--- src/rtl/deselect_not_8_pkg.sv ---
// Shared constants for the select-not / deselect-not pair: lane width,
// channel select encodings and the per-channel counter width.
package deselect_not_8_pkg;

  localparam int DATA_W = 8;
  localparam int CNT_W  = 8;

  localparam logic SEL_A = 1'b0;
  localparam logic SEL_B = 1'b1;

  // Undo the inversion applied by the select-not stage.
  function automatic logic [DATA_W-1:0] restore_byte(input logic [DATA_W-1:0] q);
    return ~q;
  endfunction

endpackage

--- src/rtl/deselect_not_8_hold_slot.sv ---
// One-entry holding slot for a single output channel: data register, full
// flag, load/drain handshake and a wrapping count of loaded bytes.
module hold_slot
  import deselect_not_8_pkg::*;
#(
  parameter int WIDTH = DATA_W
) (
  input  logic             clk,
  input  logic             rst,
  input  logic             load_i,
  input  logic [WIDTH-1:0] load_data_i,
  input  logic             ready_i,
  output logic [WIDTH-1:0] data_o,
  output logic             valid_o,
  output logic             free_o,
  output logic [CNT_W-1:0] count_o
);

  logic [WIDTH-1:0] data_q, data_d;
  logic             full_q, full_d;
  logic [CNT_W-1:0] count_q, count_d;
  logic             drain;

  // Reset masks the handshake so nothing is consumed or offered while held.
  assign drain   = full_q & ready_i & ~rst;
  assign valid_o = full_q & ~rst;
  assign free_o  = ~rst & (~full_q | drain);
  assign data_o  = data_q;
  assign count_o = count_q;

  always_comb begin
    data_d  = data_q;
    full_d  = full_q;
    count_d = count_q;
    if (load_i) begin
      data_d  = load_data_i;
      full_d  = 1'b1;
      count_d = count_q + 1'b1;
    end else if (drain) begin
      full_d  = 1'b0;
    end
  end

  always_ff @(posedge clk) begin
    if (rst) begin
      data_q  <= '0;
      full_q  <= 1'b0;
      count_q <= '0;
    end else begin
      data_q  <= data_d;
      full_q  <= full_d;
      count_q <= count_d;
    end
  end

endmodule

--- src/rtl/deselect_not_8.sv ---
// Deselect-not stage: routes an inverted tagged byte to channel A or B,
// restores it and holds it in that channel's slot until consumed.
module deselect_not_8
  import deselect_not_8_pkg::*;
#(
  parameter int WIDTH = DATA_W
) (
  input  logic             clk,
  input  logic             rst,
  input  logic [WIDTH-1:0] q_in,
  input  logic             s_in,
  input  logic             in_valid,
  output logic             in_ready,
  output logic [WIDTH-1:0] a_out,
  output logic             a_valid,
  input  logic             a_ready,
  output logic [WIDTH-1:0] b_out,
  output logic             b_valid,
  input  logic             b_ready,
  output logic [CNT_W-1:0] a_count,
  output logic [CNT_W-1:0] b_count
);

  // Handshake: a transfer happens on any rising edge where valid and ready
  // are both high; ready never looks at valid, valid never waits for ready.

  logic             a_free, b_free;
  logic             load_a, load_b;
  logic             accept;
  logic [WIDTH-1:0] restored;

  assign restored = ~q_in;
  assign in_ready = (s_in == SEL_A) ? a_free : b_free;
  assign accept   = in_valid & in_ready;
  assign load_a   = accept & (s_in == SEL_A);
  assign load_b   = accept & (s_in == SEL_B);

  hold_slot #(.WIDTH(WIDTH)) u_slot_a (
    .clk         (clk),
    .rst         (rst),
    .load_i      (load_a),
    .load_data_i (restored),
    .ready_i     (a_ready),
    .data_o      (a_out),
    .valid_o     (a_valid),
    .free_o      (a_free),
    .count_o     (a_count)
  );

  hold_slot #(.WIDTH(WIDTH)) u_slot_b (
    .clk         (clk),
    .rst         (rst),
    .load_i      (load_b),
    .load_data_i (restored),
    .ready_i     (b_ready),
    .data_o      (b_out),
    .valid_o     (b_valid),
    .free_o      (b_free),
    .count_o     (b_count)
  );

endmodule
--- config.mk ---
export PLATFORM = sky130hd
export DESIGN_NAME = deselect_not_8
export DESIGN_NICKNAME = d
export VERILOG_FILES = /design/src/rtl/deselect_not_8_pkg.sv /design/src/rtl/deselect_not_8_hold_slot.sv /design/src/rtl/deselect_not_8.sv
export SDC_FILE = /design/constraint.sdc
export NUM_CORES = 1
export LEC_CHECK = 0
export ABC_CLOCK_PERIOD_IN_PS = 2000
export CORE_AREA = 2 2 60 62
export DETAILED_ROUTE_END_ITERATION = 6
export DIE_AREA = 0 0 62 64
export GPL_ROUTABILITY_DRIVEN = 0
export GPL_TIMING_DRIVEN = 0
export PLACE_DENSITY = 0.74
export SYNTH_ARGS = -nofsm -noshare
export SYNTH_HDL_FRONTEND = slang
export SYNTH_SLANG_ARGS = --single-unit
--- constraint.sdc ---
create_clock -name clk -period 2 [get_ports clk]
set_input_delay 0.6 -clock clk [delete_from_list [all_inputs] [get_ports clk]]
set_output_delay 0.6 -clock clk [all_outputs]
set_load 0.01 [all_outputs]
=== After elaboration in Yosys (flattened, before gate mapping) ===
Index checks and enable logic that the tools add are counted.

* Word-level logic and storage cells: 33
* Flip-flop bits (word level): 34
* Bits of input ports: 14

* Reductions and logical operators: 2
* Add/subtract/negate cells: 2
* Bitwise logic cells: 18
* Muxes and demuxes: 5

{| class="wikitable"
|+ Operator list
! kind !! count
|-
| adder 8 x 1 -> 8 bit (second input constant) || 2
|-
| AND 1 bit || 11
|-
| inverter 8 bit || 1
|-
| two-way mux 1 bit || 5
|-
| inverter 1 bit || 4
|-
| nonzero test 2 bit || 2
|-
| bitwise OR 1 bit || 2
|}

=== Longest topological paths before layout ===
Gate-level depths: netlist of run 1.

* Word-level depth: 8
* Depth in mapped cells: 7

=== By module ===
From an unflattened synthesis of run 1, not the netlist that was laid out.

* Cell total of the unflattened synthesis: 149
* Area total of the unflattened synthesis: 1381.3 µm²

{| class="wikitable"
|+ By module, submodules not included
! module !! seq. area each (µm²) !! cells an instance !! area an instance (µm²) !! instances
|-
| hold_slot || 340.3 || 69 || 659.4 || 2
|-
| deselect_not_8 || 0.0 || 11 || 62.6 || 1
|}

=== Worst setup path after synthesis of run 1 ===
OpenSTA, ideal clock, no wires.

* Path type: input to output
* From: input port rst
* To: output port in_ready
* Cell stages on the path: 3
* Data required time: 1400 ps
* Path slack: 99 ps
* Arrival: 1301 ps
* Path buffers: 2
* Cells stage by stage: clkbuf_1 -> clkbuf_1 -> a211oi_1

* Cells in the longest elaborated chain, start to end: 5
* Elaborated cells on any way between the ends: 8
* Those cells by class: mux: 1; bitwise: 7

{| class="wikitable"
|+ RTL lines
! item !! RTL line !! source
|-
| start: declaration || deselect_not_8.sv:9 || <nowiki>input logic rst,</nowiki>
|-
| inverter 1 bit * || deselect_not_8_hold_slot.sv:25, deselect_not_8_hold_slot.sv:27 ||
|-
| AND 1 bit || deselect_not_8_hold_slot.sv:25 || <nowiki>assign drain = full_q & ready_i & ~rst;</nowiki>
|-
| bitwise OR 1 bit || deselect_not_8_hold_slot.sv:27 || <nowiki>assign free_o = ~rst & (~full_q | drain);</nowiki>
|-
| AND 1 bit || deselect_not_8_hold_slot.sv:27 ||
|-
| two-way mux 1 bit * || deselect_not_8.sv:33 || <nowiki>assign in_ready = (s_in == SEL_A) ? a_free : b_free;</nowiki>
|-
| end: declaration || deselect_not_8.sv:13 || <nowiki>output logic in_ready,</nowiki>
|}

Every way passes the cells marked *; elsewhere a longest branch is shown, timed or not.

=== Final worst setup path of run 1 ===
* From: register u_slot_b.count_q[3], in the netlist u_slot_b.count_o[3]
* To: output port b_count[3]

{| class="wikitable"
|+ RTL lines
! item !! RTL line !! source
|-
| start: declaration || deselect_not_8_hold_slot.sv:21 || <nowiki>logic [CNT_W-1:0] count_q, count_d;</nowiki>
|-
| start signal: assignment || deselect_not_8_hold_slot.sv:52 || <nowiki>count_q <= count_d;</nowiki>
|-
| end: declaration || deselect_not_8.sv:21 || <nowiki>output logic [CNT_W-1:0] b_count</nowiki>
|}

No word-level cell between the ends.

==> results of run 1 <==
per-layer routing:
layer | vias to the layer above | GRT usage | routed length, um
li1 | 638 | - | -
met1 | 612 | 0.227 | 1380
met2 | 34 | 0.305 | 1810
met3 | 10 | 0.0506 | 143
met4 | 0 | 0.0851 | 94
met5 | - | 0 | 0
area by class of cell:
type	count	area share
Timing Repair Buffer	52	0.240
Sequential cell	34	0.336
Multi-Input combinational cell	106	0.330
Buffer	8	0.0343
Clock inverter	2	0.00613
Clock buffer	6	0.0251
Tap cell	46	0.0282
registers in the layout (all words and copies together), names as in the netlist:
signal,count
u_slot_b.full_q,1
u_slot_a.data_o,8
u_slot_a.full_q,1
u_slot_b.count_o,8
u_slot_b.data_o,8
u_slot_a.count_o,8
cells in the mapped netlist (3+ instances only):
library cell,number
nand2b_1,4
clkbuf_1,4
nor2b_1,3
a21oi_1,3
nand3_1,3
a211oi_1,17
xnor2_1,4
and2_1,4
nand4_1,8
xor2_1,8
nor2_1,32
dfxtp_1,34
nand2_1,5
worst reg2reg max path: stages, from the launching register on:
cell and delay (ps):
dfxtp_1 380, nand2b_4 80, buf_4 170, and2_1 130
buf_2 170, buf_6 160, a211oi_1 240
cells by family (layout without fill, tap and decap cells):
kind of cell               count (synthesis)  count (layout)  share of synthesized area
buffers and inverters                      9              68                     0.0369
DFF                                       34              34                      0.490
AOI/OAI and AO/OA                         21              21                      0.108
muxes                                      2               2                     0.0144
and+or+nand+nor                           69              69                      0.257
adders and majority gates                  2               2                     0.0180
xor gates and xnor gates                  12              12                     0.0757
timing repair:
| item | 4_1_cts | 5_1_grt |
|---|---|---|
| pin swaps | 1 | 1 |
| endpoints found under the setup margin | 5 | 7 |
| gates resized for setup | 25 | 7 |
| setup buffers | 2 | 2 |
metrics by stage:
step                area, um2  setup TNS (ps)  cells  utilization
global route             2040               0    254        0.622
floorplan                1390               0    149            -
finish                   2040               0    254        0.622
global placement         1930          -10570    243        0.587
CTS                      2030               0    253        0.619
detailed placement       1930          -11190    243        0.587
worst max-delay path by stage:
stage / start / depth (start not counted) / end
after CTS: rst / 5 / in_ready
final: u_slot_b.count_o[3]$_SDFFE_PP0P_ / 1 / b_count[3]
after global placement: rst / 5 / in_ready
after floorplan: rst / 3 / in_ready
after global routing: u_slot_b.count_o[3]$_SDFFE_PP0P_ / 1 / b_count[3]
after detailed placement: rst / 5 / in_ready
report_power, final:
group	internal, mW	total (mW)	switching [mW]
clock	0.169	0.405	0.236
sequential	0.699	0.714	0.0151
combinational	0.0900	0.163	0.0732
total	0.958	1.28	0.324
==> run_results.csv, run 1 <==
group,metric,value,unit
run_status,status,"complete, no violations",
global_route,track_usage,0.189,
yosys,syn_inst,149,
power,cellLeakagePower,0.755,nW
placed_design,port_buffers,48,
layout,multi_input_area,674,um2
layout,ff_latch_area,686,um2
die,die-area,0.00397,mm2
yosys,synth_enable_flop_cells,0,
layout,n_antenna_cell,0,
yosys,yosys_warnings,0,
die,num_rows,21,
yosys,yosysSeqAreaShare,0.490,
cts,cts_inserted_buffers,5,
yosys,synthTopCellsByArea,"dfxtp_1 (49%), a211oi_1 (9.2%), nor2_1 (8.6%)",
hold_path,min_to,"u_slot_a.count_o[7]$_SDFFE_PP0P_",
power,p_total,1.28,mW
layout,nNetsFinal,223,
worst_setup_path,cp_max_fo,6,
global_route,grt_max_degree,12,
route,via_count,1294,
worst_setup_path,cpLargestDelayFamily,"buffers and inverters",
power,peakVddDrop,437,uV
route,route.antenna.remaining_nets,0,
sta,final_hold_viol_count,0,
cts,cts_tree,"built",
worst_setup_path,cp_slowest_cell,"clkdlybuf4s50_1",
worst_setup_path,reg2reg_from,"u_slot_a.full_q$_SDFFE_PP0P_",
hold_path,min_path_type,"flip-flop to flip-flop",
sta,fmax,0.515,GHz
placed_design,dp_hpwl,2460,um
layout,layout-drive-gt1-share,0.149,
route,drt_iter0_markers,96,
cts,clk_pin_slew_worst_paths,110,ps
worst_setup_path,worstPathRequired,1400,ps
layout,area_growth,47.0,%
die,fp.dieH,64,um
worst_setup_path,rrSetupSlack,580,ps
die,start_util,0.423,
worst_setup_path,critical_path_class,"flip-flop to output port",
layout,layout_commonest_cell,"clkdlybuf4s50_1",
sta,min_period,1940,ps
worst_setup_path,critPathBufInv,1,
route,vias_per_cell,5.09,
placed_design,place_ws,-1170,ps
power,powerDensity,628,mW/mm2
worst_setup_path,crit_path_start_kind,"flip-flop",
die,die_w,62,um
sta,fin_ws,58.6,ps
worst_setup_path,worst_r2r_path_depth,6,
global_route,overflow,0,
yosys,synth_top_flop_cell,"dfxtp_1",
sta,drv_slew,0,
layout,fill_cells,303,
worst_setup_path,path_cells,"clkdlybuf4s50_1",
hold_path,whs_path_depth,2,
cts,htreeDepth,2,
yosys,yosysTopAreaCellShare,0.490,
route,drtPass1Iterations,4,
global_route,grt_pass1_wl,5630,um
cts,cts_hold_buf,0,
layout,layout_common_cells,"clkdlybuf4s50_1 (41), nor2_1 (31), dfxtp_1 (30)",
sta,rsz0062_at_grt,"false",
route,drc,0,
sta,fin_crit_sh,0.971,
job,maxCapViolations,0,
global_route,grt_pass1_vias,1243,
sta,skew,12.3,ps
worst_setup_path,critical_path_arrival,1340,ps
yosys,synth_top_area_cell,"dfxtp_1",
sta,slew_headroom,0.711,
sta,whs,492,ps
yosys,synth_seq_cells,34,
cts,cts_buffer_depth,2,
yosys,synth_nets,165,
yosys,ys_types,26,
sta,tightest_slew,434,ps
cts,worst_skew_pair.late_latency,340,ps
global_route,antenna_found_initial,0,
cts,clockRootBuffer,"clkbuf_4",
die,io_pins,49,
yosys,synthArstFlopShare,0,
route,wl_per_cell,13.5,um
worst_setup_path,endpoint_kind,"output port",
yosys,avgSynthCellArea,9.32,um2
worst_setup_path,cp_slowest_stage_delay,580,ps
hold_path,hp-start,"u_slot_a.count_o[7]$_SDFFE_PP0P_",
die,core,0.00328,mm2
worst_setup_path,r2r-end,"u_slot_a.data_o[5]$_SDFFE_PP0P_",
sta,setup_viol,0,
route,wl,3430,um
cts,cts.sinks,34,
yosys,netlist_area,0.00139,mm2
(Power assumes the default switching activity.)
==> run 2: changes to the inputs <==
- ABC_CLOCK_PERIOD_IN_PS: 2000 -> 1700
- CELL_PAD_IN_SITES_DETAIL_PLACEMENT: not set -> 1
- CELL_PAD_IN_SITES_GLOBAL_PLACEMENT: not set -> 2
- CORE_AREA: 2 2 60 62 -> 2 2 81 83
- DIE_AREA: 0 0 62 64 -> 0 0 83 85
- PLACE_DENSITY: 0.74 -> 0.72
- clock period: 2 -> 1.7 ns (I/O delays scaled with it)
==> run 2 against run 1 <==
Effect of this change: via count down 0.46%; worst hold slack worse by 2.5 ps; critical path depth unchanged; sequential share of layout area shrank 2.1 points; final cell count rose by 13%; register-to-register slack got worse by 340 ps; flip-flop and latch count is the same; combinational power up 21%; utilization shrank 27 points; wire length is 14% higher; largest cell class unchanged.
==> run_results.csv, run 2 (synthesis results as in run 1) <==
group,metric,value,unit
worst_setup_path,cpLargestDelayFamily,"buffers and inverters",
worst_setup_path,path_cells,"clkdlybuf4s50_1",
route,vias_per_cell,4.47,
route,route.antenna.remaining_nets,0,
run_status,status,"complete, no violations",
layout,layout_common_cells,"nor2_1 (31), dfxtp_1 (27), dlygate4sd2_1 (17)",
layout,layout-drive-gt1-share,0.190,
layout,layout_commonest_cell,"nor2_1",
power,cellLeakagePower,1.07,nW
global_route,grt_max_degree,11,
die,io_pins,49,
power,powerDensity,796,mW/mm2
cts,cts_tree,"built",
cts,cts.sinks,34,
route,wl,3900,um
global_route,overflow,0,
worst_setup_path,cp_slowest_cell,"clkdlybuf4s50_1",
sta,drv_slew,0,
route,drtPass1Iterations,4,
die,fp.dieH,85,um
sta,tightest_slew,490,ps
sta,skew,7.67,ps
cts,cts_buffer_depth,2,
route,via_count,1288,
global_route,grt_pass1_wl,6240,um
die,core,0.00620,mm2
layout,nNetsFinal,226,
sta,rsz0062_at_grt,"false",
die,die-area,0.00706,mm2
global_route,track_usage,0.111,
worst_setup_path,crit_path_start_kind,"flip-flop",
global_route,antenna_found_initial,0,
cts,htreeDepth,2,
sta,whs,489,ps
worst_setup_path,critical_path_class,"flip-flop to output port",
placed_design,port_buffers,48,
worst_setup_path,critPathBufInv,1,
die,die_w,83,um
route,drc,0,
worst_setup_path,endpoint_kind,"output port",
layout,area_growth,57.7,%
sta,slew_headroom,0.673,
die,start_util,0.224,
worst_setup_path,cp_slowest_stage_delay,540,ps
route,wl_per_cell,13.5,um
global_route,grt_pass1_vias,1268,
sta,setup_viol,0,
sta,fin_crit_sh,0.986,
cts,cts_inserted_buffers,5,
sta,min_period,1680,ps
cts,clk_pin_slew_worst_paths,70,ps
job,maxCapViolations,0,
power,peakVddDrop,295,uV
sta,setup_tns,0,ps
worst_setup_path,cp_max_fo,2,
die,num_rows,29,
worst_setup_path,worstPathRequired,1190,ps
placed_design,dp_hpwl,2740,um
layout,n_antenna_cell,0,
cts,worst_skew_pair.late_latency,280,ps
route,drt_iter0_markers,25,
cts,clockRootBuffer,"clkbuf_8",
worst_setup_path,critical_path_arrival,1170,ps
hold_path,min_path_type,"flip-flop to flip-flop",
sta,final_hold_viol_count,0,
sta,fmax,0.596,GHz
run 2: final timing paths:
check                                                 startpoint                                to  slack, ps  cells past startpoint
worst max register to register      u_slot_a.full_q$_SDFFE_PP0P_  u_slot_a.count_o[0]$_SDFFE_PP0P_        240                      8
worst max-delay path             u_slot_a.data_o[5]$_SDFFE_PP0P_                          a_out[5]         20                      1
worst min register to register  u_slot_b.count_o[3]$_SDFFE_PP0P_  u_slot_b.count_o[3]$_SDFFE_PP0P_        490                      1
worst min-delay path            u_slot_b.count_o[3]$_SDFFE_PP0P_  u_slot_b.count_o[3]$_SDFFE_PP0P_        490                      1
run 2: layout make-up:
| cell class | count | area, um2 |
|---|---|---|
| flip-flops and latches | 34 | 689 |
| multi-input cells | 106 | 686 |
| plain buffers | 7 | 77.6 |
| repair buffers | 56 | 531 |
| well taps | 77 | 96.3 |
| fillers | 723 | 4020 |
| clock buffers | 8 | 110 |
run 2: repair_timing:
| action | in CTS | in global routing |
|---|---|---|
| setup endpoints to repair | 52 | 22 |
| pin swaps | 3 | 1 |
| setup buffers | 7 | 1 |
| resized for setup | 57 | 19 |
| hold buffers | 0 | 0 |
| cloned | 0 | 0 |
run 2: report_power, final:
group / internal, mW / switching [mW] / total [mW] / leakage, nW
Sequential: 0.822 / 0.0174 / 0.839 / 0.280
Combinational: 0.107 / 0.0907 / 0.198 / 0.735
Clock: 0.409 / 0.295 / 0.705 / 0.0575
run 2: metal layers:
layer	share of wire	up-vias	global-route usage
li1	-	641	-
met5	0	-	0
met2	0.46	27	0.181
met3	0.045	6	0.0331
met4	0.018	0	0.0492
met1	0.47	614	0.135
run 2: metrics by stage:
step | total power, mW | cells | utilization | setup WS [ps] | cell area (um2)
2_1_floorplan | 0.936 | 149 | - | 46.1 | 1390
5_1_grt | 1.82 | 288 | 0.353 | 0.0258 | 2190
6_report | 1.74 | 288 | 0.353 | 23.4 | 2190
4_1_cts | 1.78 | 289 | 0.352 | -70.2 | 2180
3_3_place_gp | 1.05 | 274 | 0.318 | -1350 | 1970
3_5_place_dp | 1.05 | 274 | 0.318 | -1400 | 1970
